===== config.mk =====
export PLATFORM = sky130hd
export DESIGN_NAME = fpu_bus_ctrl
export DESIGN_NICKNAME = d
export VERILOG_FILES = /design/src/rtl/fpu_bus_ctrl.sv
export SDC_FILE = /design/constraint.sdc
export NUM_CORES = 1
export LEC_CHECK = 0
export CELL_PAD_IN_SITES_DETAIL_PLACEMENT = 0
export CELL_PAD_IN_SITES_GLOBAL_PLACEMENT = 1
export CORE_MARGIN = 5
export CORE_UTILIZATION = 45
export CTS_CLUSTER_SIZE = 24
export DETAILED_ROUTE_END_ITERATION = 10
export HOLD_SLACK_MARGIN = 0.12
export PLACE_DENSITY_LB_ADDON = 0.1
export SLEW_MARGIN = 20
export SYNTH_ARGS = -nofsm -noshare
export SYNTH_HDL_FRONTEND = slang
export SYNTH_SLANG_ARGS = --single-unit

===== constraint.sdc =====
create_clock -name clk -period 6.3 [get_ports clk]
set_input_delay 1.26 -clock clk [delete_from_list [all_inputs] [get_ports clk]]
set_output_delay 1.26 -clock clk [all_outputs]
set_load 0.005 [all_outputs]

===== src/rtl/fpu_bus_ctrl.sv =====
// Byte-wide bus front end for the fpu. It assembles the operands and op code, launches a
// command with a held start, captures the result, and reports status, IRQ and timeouts.
module fpu_bus_ctrl #(
  parameter int unsigned OP_W           = 4,
  parameter int unsigned TIMEOUT_CYCLES = 4096,
  parameter int unsigned TMO_W          = 13
) (
  input  logic            clk,
  input  logic            arst,
  input  logic            cs,
  input  logic            wr,
  input  logic            rd,
  input  logic [3:0]      addr,
  input  logic [7:0]      data_in,
  output logic [7:0]      data_out,
  output logic [31:0]     fpu_a,
  output logic [31:0]     fpu_b,
  output logic [OP_W-1:0] fpu_op,
  output logic            fpu_start,
  input  logic [31:0]     fpu_result,
  input  logic            fpu_cmd_end,
  input  logic            fpu_busy,
  output logic            irq
);

  typedef enum logic [1:0] {StIdle, StLaunch, StWait} state_e;

  state_e           state_q, state_d;
  logic [31:0]      a_q, b_q, result_q;
  logic [OP_W-1:0]  op_q;
  logic [TMO_W-1:0] tmo_q, tmo_d;
  logic             start_q, start_d;
  logic             cmd_end_q;
  logic             done_q, err_busy_q, err_tmo_q, irq_en_q;
  logic [7:0]       data_out_q, rdata;

  logic wr_en, rd_en, idle, op_wr, cfg_wr, busy_wr, cmd_wr, stat_wr;
  logic cmd_end_rise, tmo_hit, complete, abort;

  assign wr_en   = cs & wr;
  assign rd_en   = cs & rd;
  assign idle    = (state_q == StIdle);
  // Addresses 0..9 hold command state and are frozen while a command is in flight.
  assign op_wr   = wr_en & (addr <= 4'd9);
  assign cfg_wr  = op_wr & idle;
  assign busy_wr = op_wr & ~idle;
  assign cmd_wr  = cfg_wr & (addr == 4'd9);
  assign stat_wr = wr_en & (addr == 4'd10);

  assign cmd_end_rise = fpu_cmd_end & ~cmd_end_q;
  assign tmo_hit      = (tmo_q == TMO_W'(TIMEOUT_CYCLES - 1));

  // State register
  always_ff @(posedge clk or posedge arst) begin
    if (arst) state_q <= StIdle;
    else      state_q <= state_d;
  end

  // Next-state logic
  always_comb begin
    state_d = state_q;
    unique case (state_q)
      StIdle:   if (cmd_wr) state_d = StLaunch;
      StLaunch: state_d = StWait;
      StWait:   if (cmd_end_rise || tmo_hit) state_d = StIdle;
      default:  state_d = StIdle;
    endcase
  end

  // Output / control logic; completion takes priority over timeout
  always_comb begin
    start_d  = start_q;
    tmo_d    = tmo_q;
    complete = 1'b0;
    abort    = 1'b0;
    unique case (state_q)
      StIdle:   start_d = 1'b0;
      StLaunch: begin
        start_d = 1'b1;
        tmo_d   = '0;
      end
      StWait: begin
        if (cmd_end_rise) begin
          complete = 1'b1;
          start_d  = 1'b0;
        end else if (tmo_hit) begin
          abort   = 1'b1;
          start_d = 1'b0;
        end else begin
          tmo_d = tmo_q + 1'b1;
        end
      end
      default:  start_d = 1'b0;
    endcase
  end

  always_ff @(posedge clk or posedge arst) begin
    if (arst) begin
      start_q   <= 1'b0;
      tmo_q     <= '0;
      cmd_end_q <= 1'b0;
    end else begin
      start_q   <= start_d;
      tmo_q     <= tmo_d;
      cmd_end_q <= fpu_cmd_end;
    end
  end

  // Operand and op-code registers
  always_ff @(posedge clk or posedge arst) begin
    if (arst) begin
      a_q  <= '0;
      b_q  <= '0;
      op_q <= '0;
    end else if (cfg_wr) begin
      unique case (addr[3:2])
        2'd0:    a_q[{addr[1:0], 3'b000} +: 8] <= data_in;
        2'd1:    b_q[{addr[1:0], 3'b000} +: 8] <= data_in;
        default: if (addr == 4'd8) op_q <= data_in[OP_W-1:0];
      endcase
    end
  end

  // Status and result; a completion set beats a same-cycle W1C clear
  always_ff @(posedge clk or posedge arst) begin
    if (arst) begin
      result_q   <= '0;
      done_q     <= 1'b0;
      err_busy_q <= 1'b0;
      err_tmo_q  <= 1'b0;
      irq_en_q   <= 1'b0;
    end else begin
      if (complete) result_q <= fpu_result;

      if (complete)                      done_q <= 1'b1;
      else if (cmd_wr)                   done_q <= 1'b0;
      else if (stat_wr && data_in[1])    done_q <= 1'b0;

      if (busy_wr)                       err_busy_q <= 1'b1;
      else if (stat_wr && data_in[2])    err_busy_q <= 1'b0;

      if (abort)                         err_tmo_q <= 1'b1;
      else if (stat_wr && data_in[3])    err_tmo_q <= 1'b0;

      if (stat_wr)                       irq_en_q <= data_in[4];
    end
  end

  // Read mux
  always_comb begin
    rdata = 8'h00;
    unique case (addr[3:2])
      2'd0: rdata = a_q[{addr[1:0], 3'b000} +: 8];
      2'd1: rdata = b_q[{addr[1:0], 3'b000} +: 8];
      2'd2: begin
        unique case (addr[1:0])
          2'd0:    rdata = 8'(op_q);
          2'd2:    rdata = {3'b000, irq_en_q, err_tmo_q, err_busy_q, done_q, ~idle | fpu_busy};
          default: rdata = 8'h00;
        endcase
      end
      default: rdata = result_q[{addr[1:0], 3'b000} +: 8];
    endcase
  end

  always_ff @(posedge clk or posedge arst) begin
    if (arst)       data_out_q <= 8'h00;
    else if (rd_en) data_out_q <= rdata;
  end

  assign data_out  = data_out_q;
  assign fpu_a     = a_q;
  assign fpu_b     = b_q;
  assign fpu_op    = op_q;
  assign fpu_start = start_q;
  assign irq       = done_q & irq_en_q;

endmodule


==> results_dict.tcl, run 1 <==
set metrics [dict create \
    synth_ff_type "dfrtp_1" \
    clock-sinks 129 \
    cts_buffers 17 \
    fp.dieH_microns 129.7 \
    clk_path_buf_depth 2 \
    hold_depth 1 \
    drive_above_1_share_pct 26.08 \
    vias 4609 \
    synth-seq-cells 129 \
    drt_wl_total_microns 17700 \
    timing.final.crit_period_ns 3.881 \
    fp.dieArea_sq_um 16830 \
    synth-edff-count 0 \
    max_freq_mhz 257.7 \
    clk_latency_ns 0.42 \
    routabilityCongestion 0.8218 \
    nNetsFinal 694 \
    yosysWarnings 0 \
    skew_ns 0.007250 \
    worstPathRequired_ns 6.66 \
    worstSetupPathType "input port to flop" \
    antenna_cells 0 \
    synth_cell_types 55 \
    syn_to_final_growth_pct 30.86 \
    port_buffers 128 \
    syn_avg_cell_area_sq_um 12.82 \
    p_per_area_nw_per_um2 310.8 \
    worstSetupEndpointType "flop" \
    cap_violations 0 \
    num_rows 43 \
    fin_ws_ns 2.419 \
    final-hold-violation-count 0 \
    cts_tree "done" \
    post_cts_buffers 0 \
    firstDrtPassIters 4 \
    tightest_slew_ns 1.071 \
    ys_seq_area_share_pct 50.05 \
    die_x_microns 129.7 \
    post_drt_wl_per_cell_microns 21.37 \
    report.final.slew_viol_count 0 \
    grt_pass1_vias 4931 \
    drc_errors 0 \
    cp.arrival_ns 4.24 \
    cts_resized 0 \
    io_pins 129 \
    setup_tns_ns 0 \
    clkTransAtPathRegs_ns 0.05 \
    synth_nets 562 \
    status "complete, no violations" \
    vdd_drop_max_mv 0.1857 \
    leakage_nw 3.702 \
    period_share_pct 61.60 \
    vias_per_cell 5.566 \
    cp-start-kind "input port" \
    antenna_found_initial 0 \
    coreArea_sq_um 13990 \
    power_w 0.002623 \
    cp_max_fo 15 \
    syn_area_sq_um 6450 \
    grt_first_pass_wirelength_microns 27720 \
    track_usage_pct 22.01 \
    dp_slack_ns 2.030 \
    postSynthCellCount 503 \
    h-tree-depth 4 \
    rsz0062_at_grt "no" \
    async_reset_ff_share_pct 100.0 \
    grt.overflow.total 0 \
    start_util_pct 46.11 \
    ant_nets 0 \
    final-setup-viol-count 0 \
    rr_worst_depth 4 \
    hold_buffers 0 \
    first_iter_violations 272 \
    relSlewSlack_pct 28.06 \
    holdCritPathClass "flop to flop" \
    cts_root_buf "clkbuf_16" \
    grt_max_degree 76 \
    hpwl_microns 12610 \
]
==> cells in the final DEF (no fill, tap or decap), drive strengths merged, types with 8 or more instances in the layout <==
cell             n
a21oi           15
ha               8
clkinv           8
clkbuf          20
dfrtp          129
nand3           14
nand2           28
a22oi           13
mux2i           30
and2            38
buf              8
clkdlybuf4s50  127
o21ai            9
nor2            12
mux2           107
==> through the flow <==
stage / utilization (%) / hold WS (ns) / instance area (sq um) / instances
after floorplan: - / 0.4224 / 6450 / 503
after global placement: 56.22 / 0.4530 / 7864 / 796
after detailed placement: 56.22 / 0.4691 / 7864 / 796
after CTS: 60.30 / 0.4697 / 8436 / 828
after global routing: 60.34 / 0.5014 / 8441 / 828
final: 60.34 / 0.4808 / 8441 / 828
==> power by group <==
part	switching (W)	internal [W]
sequential	0.000127	0.00101
combinational	0.000228	0.000306
clock	0.000359	0.000596
==> per-layer routing <==
layer | routed length, microns | up-vias | GRT usage [%]
li1 | - | 2125 | -
met1 | 7922 | 2337 | 30.07
met2 | 8458 | 124 | 34.70
met3 | 1034 | 23 | 5.321
met4 | 281 | 0 | 7.518
met5 | 0 | - | 0
==> cell usage after synthesis (all sizes together) (3+ instances only) <==
library cell,count,share of area [%]
a21oi,15,1.2
and3,5,0.48
mux2i,30,4.7
inv,5,0.29
o41ai,3,0.41
nor3,6,0.64
a22oi,13,1.5
nor2,12,0.93
o31ai,4,0.47
nand2b,4,0.39
buf,19,2.1
clkbuf,3,0.17
ha,8,1.6
a211oi,5,0.66
and2,38,3.7
o311ai,4,0.54
mux4,7,2.4
nand2,28,1.6
mux2,107,19
o21ai,9,0.70
o22ai,3,0.29
dfrtp,129,50
nand3,14,2.3
a221oi,4,0.54
nor2b,4,0.54
nor3b,3,0.35
==> sequential cells by signal, summed over array words and instances, names as in the netlist <==
signal	cells
data_out	8
err_tmo_q	1
fpu_b	32
fpu_start	1
fpu_a	32
fpu_op	4
tmo_q	13
irq_en_q	1
cmd_end_q	1
state_q	2
result_q	32
done_q	1
err_busy_q	1
==> cell families (layout without fill, tap and decap cells) <==
| family | count (synthesis) | count (layout) | share of synthesized area, % |
|---|---|---|---|
| fa+ha+maj | 8 | 8 | 1.552 |
| simple gates | 126 | 126 | 12.59 |
| flops | 129 | 129 | 50.05 |
| compound gates | 69 | 69 | 7.488 |
| buf+inv | 27 | 172 | 2.541 |
| mux | 144 | 144 | 25.78 |
==> final cells by class <==
type / count / area (sq um)
Clock buffer: 20 / 456.7
Clock inverter: 12 / 115.1
Fill cell: 1154 / 5548
Inverter: 5 / 21.27
Multi-Input combinational cell: 347 / 3065
Sequential cell: 129 / 3228
Tap cell: 180 / 225.2
Timing Repair Buffer: 135 / 1329
==> worst max-delay path, cell delays in order <==
cell             delay, ns
clkdlybuf4s50_1       0.82
inv_1                 0.38
ha_1                  0.44
nor3_1                0.91
and2_1                0.26
mux2_2                0.16
==> final timing paths <==
check | from | endpoint | slack (ns)
max | addr[0] | fpu_a[31] | 2.42
min | fpu_start | fpu_start | 0.48
max reg2reg | state_q[1] | result_q[5] | 4.41
min reg2reg | fpu_start | fpu_start | 0.48
max in group asynchronous | arst | fpu_b[18] | 4.14
min in group asynchronous | arst | result_q[7] | 1.39
Power figures use the tool's default switching activity.
==> run 2, diff against run 1 <==
--- a/config.mk
+++ b/config.mk
@@ -8,7 +8,7 @@
 export CELL_PAD_IN_SITES_DETAIL_PLACEMENT = 0
 export CELL_PAD_IN_SITES_GLOBAL_PLACEMENT = 1
 export CORE_MARGIN = 5
-export CORE_UTILIZATION = 45
+export CORE_UTILIZATION = 42
 export CTS_CLUSTER_SIZE = 24
 export DETAILED_ROUTE_END_ITERATION = 10
 export HOLD_SLACK_MARGIN = 0.12
==> constraint.sdc (replaced) <==
create_clock -name clk -period 3.8 [get_ports clk]
set_input_delay 0.76 -clock clk [delete_from_list [all_inputs] [get_ports clk]]
set_output_delay 0.76 -clock clk [all_outputs]
set_load 0.005 [all_outputs]
==> results_dict.tcl, run 2 (synthesis gave the netlist of run 1 again) <==
set metrics [dict create \
    cp.arrival_ns 3.00 \
    fin_ws_ns 1.151 \
    die_x_microns 133.9 \
    clock-sinks 129 \
    timing.final.crit_period_ns 2.649 \
    vdd_drop_max_mv 0.2972 \
    relSlewSlack_pct 39.91 \
    grt_pass1_vias 4894 \
    hpwl_microns 12990 \
    cts_tree "done" \
    first_iter_violations 228 \
    final-setup-viol-count 0 \
    tightest_slew_ns 0.8945 \
    cap_violations 0 \
    final-hold-violation-count 0 \
    cts_resized 0 \
    vias 4603 \
    leakage_nw 3.746 \
    grt_max_degree 53 \
    antenna_cells 0 \
    drc_errors 0 \
    skew_ns 0.006963 \
    vias_per_cell 5.486 \
    ant_nets 0 \
    antenna_found_initial 0 \
    clk_path_buf_depth 2 \
    status "complete, no violations" \
    syn_to_final_growth_pct 32.51 \
    rsz0062_at_grt "no" \
    met3_usage_pct 4.614 \
    worstSetupPathType "input port to flop" \
    dp_slack_ns 0.6172 \
    worstSetupEndpointType "flop" \
    drive_above_1_share_pct 26.42 \
    holdWs_ns 0.4704 \
    post-route-util_pct 56.43 \
    report.final.slew_viol_count 0 \
    grt_first_pass_wirelength_microns 28420 \
    worstPathRequired_ns 4.15 \
    dp.cells 807 \
    p_per_area_nw_per_um2 523.9 \
    drt_wl_total_microns 17940 \
    hold_buffers 0 \
    firstDrtPassIters 4 \
    finalNonFillerCells 839 \
    h-tree-depth 4 \
    cts_buffers 17 \
    grt-busiest-layer "met2" \
    final_common_cell "dfrtp_1" \
    holdCritPathClass "flop to flop" \
    clkTransAtPathRegs_ns 0.05 \
    routabilityCongestion 0.8727 \
    period_share_pct 69.72 \
    io_pins 129 \
    fp.dieArea_sq_um 17940 \
    max_freq_mhz 377.5 \
    fill_cells 1267 \
    coreArea_sq_um 15150 \
    clk_latency_ns 0.41 \
    start_util_pct 42.59 \
    post_drt_wl_per_cell_microns 21.38 \
    nNetsFinal 697 \
    track_usage_pct 20.60 \
    use_met1_pct 28.12 \
    num_rows 45 \
    use_met2_pct 33.46 \
    fp.dieH_microns 133.9 \
    port_buffers 128 \
    cp-start-kind "input port" \
    layout_common_cells "dfrtp_1, clkdlybuf4s50_1, mux2_2" \
    setup_tns_ns 0 \
    post_cts_buffers 0 \
    cts_root_buf "clkbuf_16" \
    cp_max_fo 10 \
    grt.overflow.total 0 \
]
## run 2: cell count changes in the layout (fill, tap and decap cells not counted), sizes merged
cell    previous run  this run
buf                8        11
bufinv             2         4
clkinv             8         7
inv                5         4
## run 2: path summary, 6_finish.rpt
path / startpoint / endpoint / slack (ns) / cells past startpoint
worst max-delay path: addr[0] / fpu_b[30] / 1.15 / 6
min in group asynchronous: arst / result_q[14] / 0.87 / 2
worst min-delay path: tmo_q[8] / tmo_q[8] / 0.47 / 1
max in group asynchronous: arst / fpu_b[26] / 2.19 / 3
worst max register to register: state_q[1] / result_q[21] / 1.90 / 4
worst min register to register: tmo_q[8] / tmo_q[8] / 0.47 / 1
## run 2: per-stage QoR
step	area, sq um	power (W)
4_1_cts	8542	0.004515
5_1_grt	8547	0.004687
6_report	8547	0.004478
3_5_place_dp	7923	0.002796
3_3_place_gp	7923	0.002769
2_1_floorplan	6454	0.002395
## run 2: critical path, stage by stage
cell,delay (ns)
clkdlybuf4s50_1,0.53
inv_1,0.14
ha_1,0.37
nor3_1,0.78
and2_1,0.25
mux2_2,0.16
## run 2: final cells by class
type                            instances  area, sq um  area share (%)
Sequential cell                       129         3228           37.77
Multi-Input combinational cell        347         3065           35.87
Timing Repair Buffer                  138         1376           16.10
Clock buffer                           20        456.7           5.343
Tap cell                              188        235.2           2.752
Clock inverter                         12        162.7           1.903
Inverter                                5        22.52          0.2635
## run 2: power breakdown
group / internal (W) / switching, W / total (W)
Combinational: 0.000512 / 0.000373 / 0.000885
Sequential: 0.00167 / 0.000211 / 0.00188
Clock: 0.00112 / 0.000588 / 0.00171
Total: 0.00331 / 0.00117 / 0.00448
## run 2: layer usage
layer  vias to the layer above  part of all wire [%]
met5                         -                     0
met2                       120                    48
li1                       2126                     -
met1                      2341                    46
met3                        16                   5.0
met4                         0                  0.82
==> run 3, diff against run 2 <==
--- a/config.mk
+++ b/config.mk
@@ -8,7 +8,7 @@
 export CELL_PAD_IN_SITES_DETAIL_PLACEMENT = 0
 export CELL_PAD_IN_SITES_GLOBAL_PLACEMENT = 1
 export CORE_MARGIN = 5
-export CORE_UTILIZATION = 42
+export CORE_UTILIZATION = 38
 export CTS_CLUSTER_SIZE = 24
 export DETAILED_ROUTE_END_ITERATION = 10
 export HOLD_SLACK_MARGIN = 0.12
==> constraint.sdc (replaced) <==
create_clock -name clk -period 2.1 [get_ports clk]
set_input_delay 0.42 -clock clk [delete_from_list [all_inputs] [get_ports clk]]
set_output_delay 0.42 -clock clk [all_outputs]
set_load 0.005 [all_outputs]
==> results_dict.tcl, run 3 (synthesis gave the netlist of run 1 again) <==
set metrics [dict create \
    clock-sinks 129 \
    final-hold-violation-count 0 \
    grt_first_pass_wirelength_microns 29950 \
    cts_buffers 17 \
    drc_errors 0 \
    max_stage_delay_ns 0.58 \
    hpwl_microns 13680 \
    drt_wl_total_microns 18780 \
    fp.dieArea_sq_um 19680 \
    setup_tns_ns 0 \
    relSlewSlack_pct 56.23 \
    report.final.slew_viol_count 0 \
    cts_root_buf "clkbuf_16" \
    clk_latency_ns 0.42 \
    vias 4815 \
    layout_common_cells "dfrtp_1, clkdlybuf4s50_1, mux2_2" \
    final_common_cell "dfrtp_1" \
    leakage_nw 3.942 \
    cp_max_fo 8 \
    grt_pass1_vias 5266 \
    rsz0062_at_grt "no" \
    grt_max_degree 78 \
    cp_cell_sequence "clkdlybuf4s50_1 > inv_1 > ha_1 > nor3b_2 > and2_1 > mux2_2" \
    cp_slowest_cell "nor3b_2" \
    holdCritPathClass "input port to asynchronous set/reset pin" \
    die_x_microns 140.3 \
    vias_per_cell 5.309 \
    clk_path_buf_depth 2 \
    nNetsFinal 733 \
    ant_nets 0 \
    timing.final.crit_period_ns 1.983 \
    tightest_slew_ns 0.6537 \
    hold_buffers 0 \
    track_usage_pct 19.71 \
    fin_ws_ns 0.1169 \
    cts_tree "done" \
    first_iter_violations 216 \
    syn_to_final_growth_pct 38.49 \
    r2r_setup_slack_ns 0.34 \
    io_pins 129 \
    firstDrtPassIters 5 \
    cap_violations 0 \
    period_share_pct 94.43 \
    fp.dieH_microns 140.3 \
    worstSetupEndpointType "flop" \
    coreArea_sq_um 16640 \
    reg2reg_to "result_q[1]" \
    cp.arrival_ns 2.33 \
    worstPathRequired_ns 2.45 \
    worstSetupPathType "input port to flop" \
    rr_worst_depth 4 \
    final-setup-viol-count 0 \
    start_util_pct 38.76 \
    max_freq_mhz 504.3 \
    antenna_found_initial 0 \
    clkTransAtPathRegs_ns 0.06 \
    num_rows 47 \
    r2r_start "state_q[1]" \
    vdd_drop_max_mv 0.6133 \
    routabilityCongestion 0.8155 \
    h-tree-depth 4 \
    cp-start-kind "input port" \
    port_buffers 128 \
    drive_above_1_share_pct 30.42 \
    status "complete, no violations" \
    grt.overflow.total 0 \
    post_drt_wl_per_cell_microns 20.71 \
    antenna_cells 0 \
    p_per_area_nw_per_um2 903.0 \
    post-route-util_pct 53.67 \
    skew_ns 0.005805 \
    dp_slack_ns -0.7680 \
]
## run 3: report_power, final
part / internal, W / switching [W]
sequential: 0.00302 / 0.000376
clock: 0.00192 / 0.00108
combinational: 0.000978 / 0.000691
## run 3: how the worst max path moves through the flow
stage,slack [ns],start,end
2_1_floorplan,0.08,arst,cmd_end_q
3_3_place_gp,-0.65,addr[0],fpu_b[9]
3_5_place_dp,-0.77,addr[0],fpu_a[11]
4_1_cts,0.09,addr[0],fpu_a[11]
5_1_grt,0.004,addr[0],fpu_a[11]
6_report,0.12,addr[0],fpu_a[11]
## run 3: layer usage
layer	global-route usage, %	wire length [microns]	up-vias
met5	0	0	-
met1	27.12	8739	2444
li1	-	-	2202
met4	6.629	364	0
met3	4.124	832	28
met2	31.12	8845	141
## run 3: what timing repair did
action | in CTS | in global routing
gates resized for setup | 3 | 0
endpoints found under the setup margin | 48 | 0
setup buffers | 0 | 0
## run 3: worst max-delay path, delay by kind of cell
family | cells | cell delay, ns
buf+inv | 2 | 0.60
simple gates | 2 | 0.82
fa+ha+maj | 1 | 0.35
mux | 1 | 0.15
## run 3: layout make-up
type / count / area (sq um)
clock buffers: 21 / 460.4
clock inverters: 11 / 136.4
fillers: 1408 / 7710
inverters: 5 / 22.52
multi-input cells: 347 / 3075
flip-flops and latches: 129 / 3228
well taps: 220 / 275.3
repair buffers: 174 / 1734
## run 3: per-stage QoR
stage	cell area, sq um	total power (W)	std cells	hold WS (ns)
5_1_grt	8932	0.008468	907	0.4921
4_1_cts	8932	0.008145	907	0.4697
6_report	8932	0.008066	907	0.4730
3_3_place_gp	8320	0.005053	875	0.4553
3_5_place_dp	8320	0.005116	875	0.4552
2_1_floorplan	6454	0.004334	503	0.4224
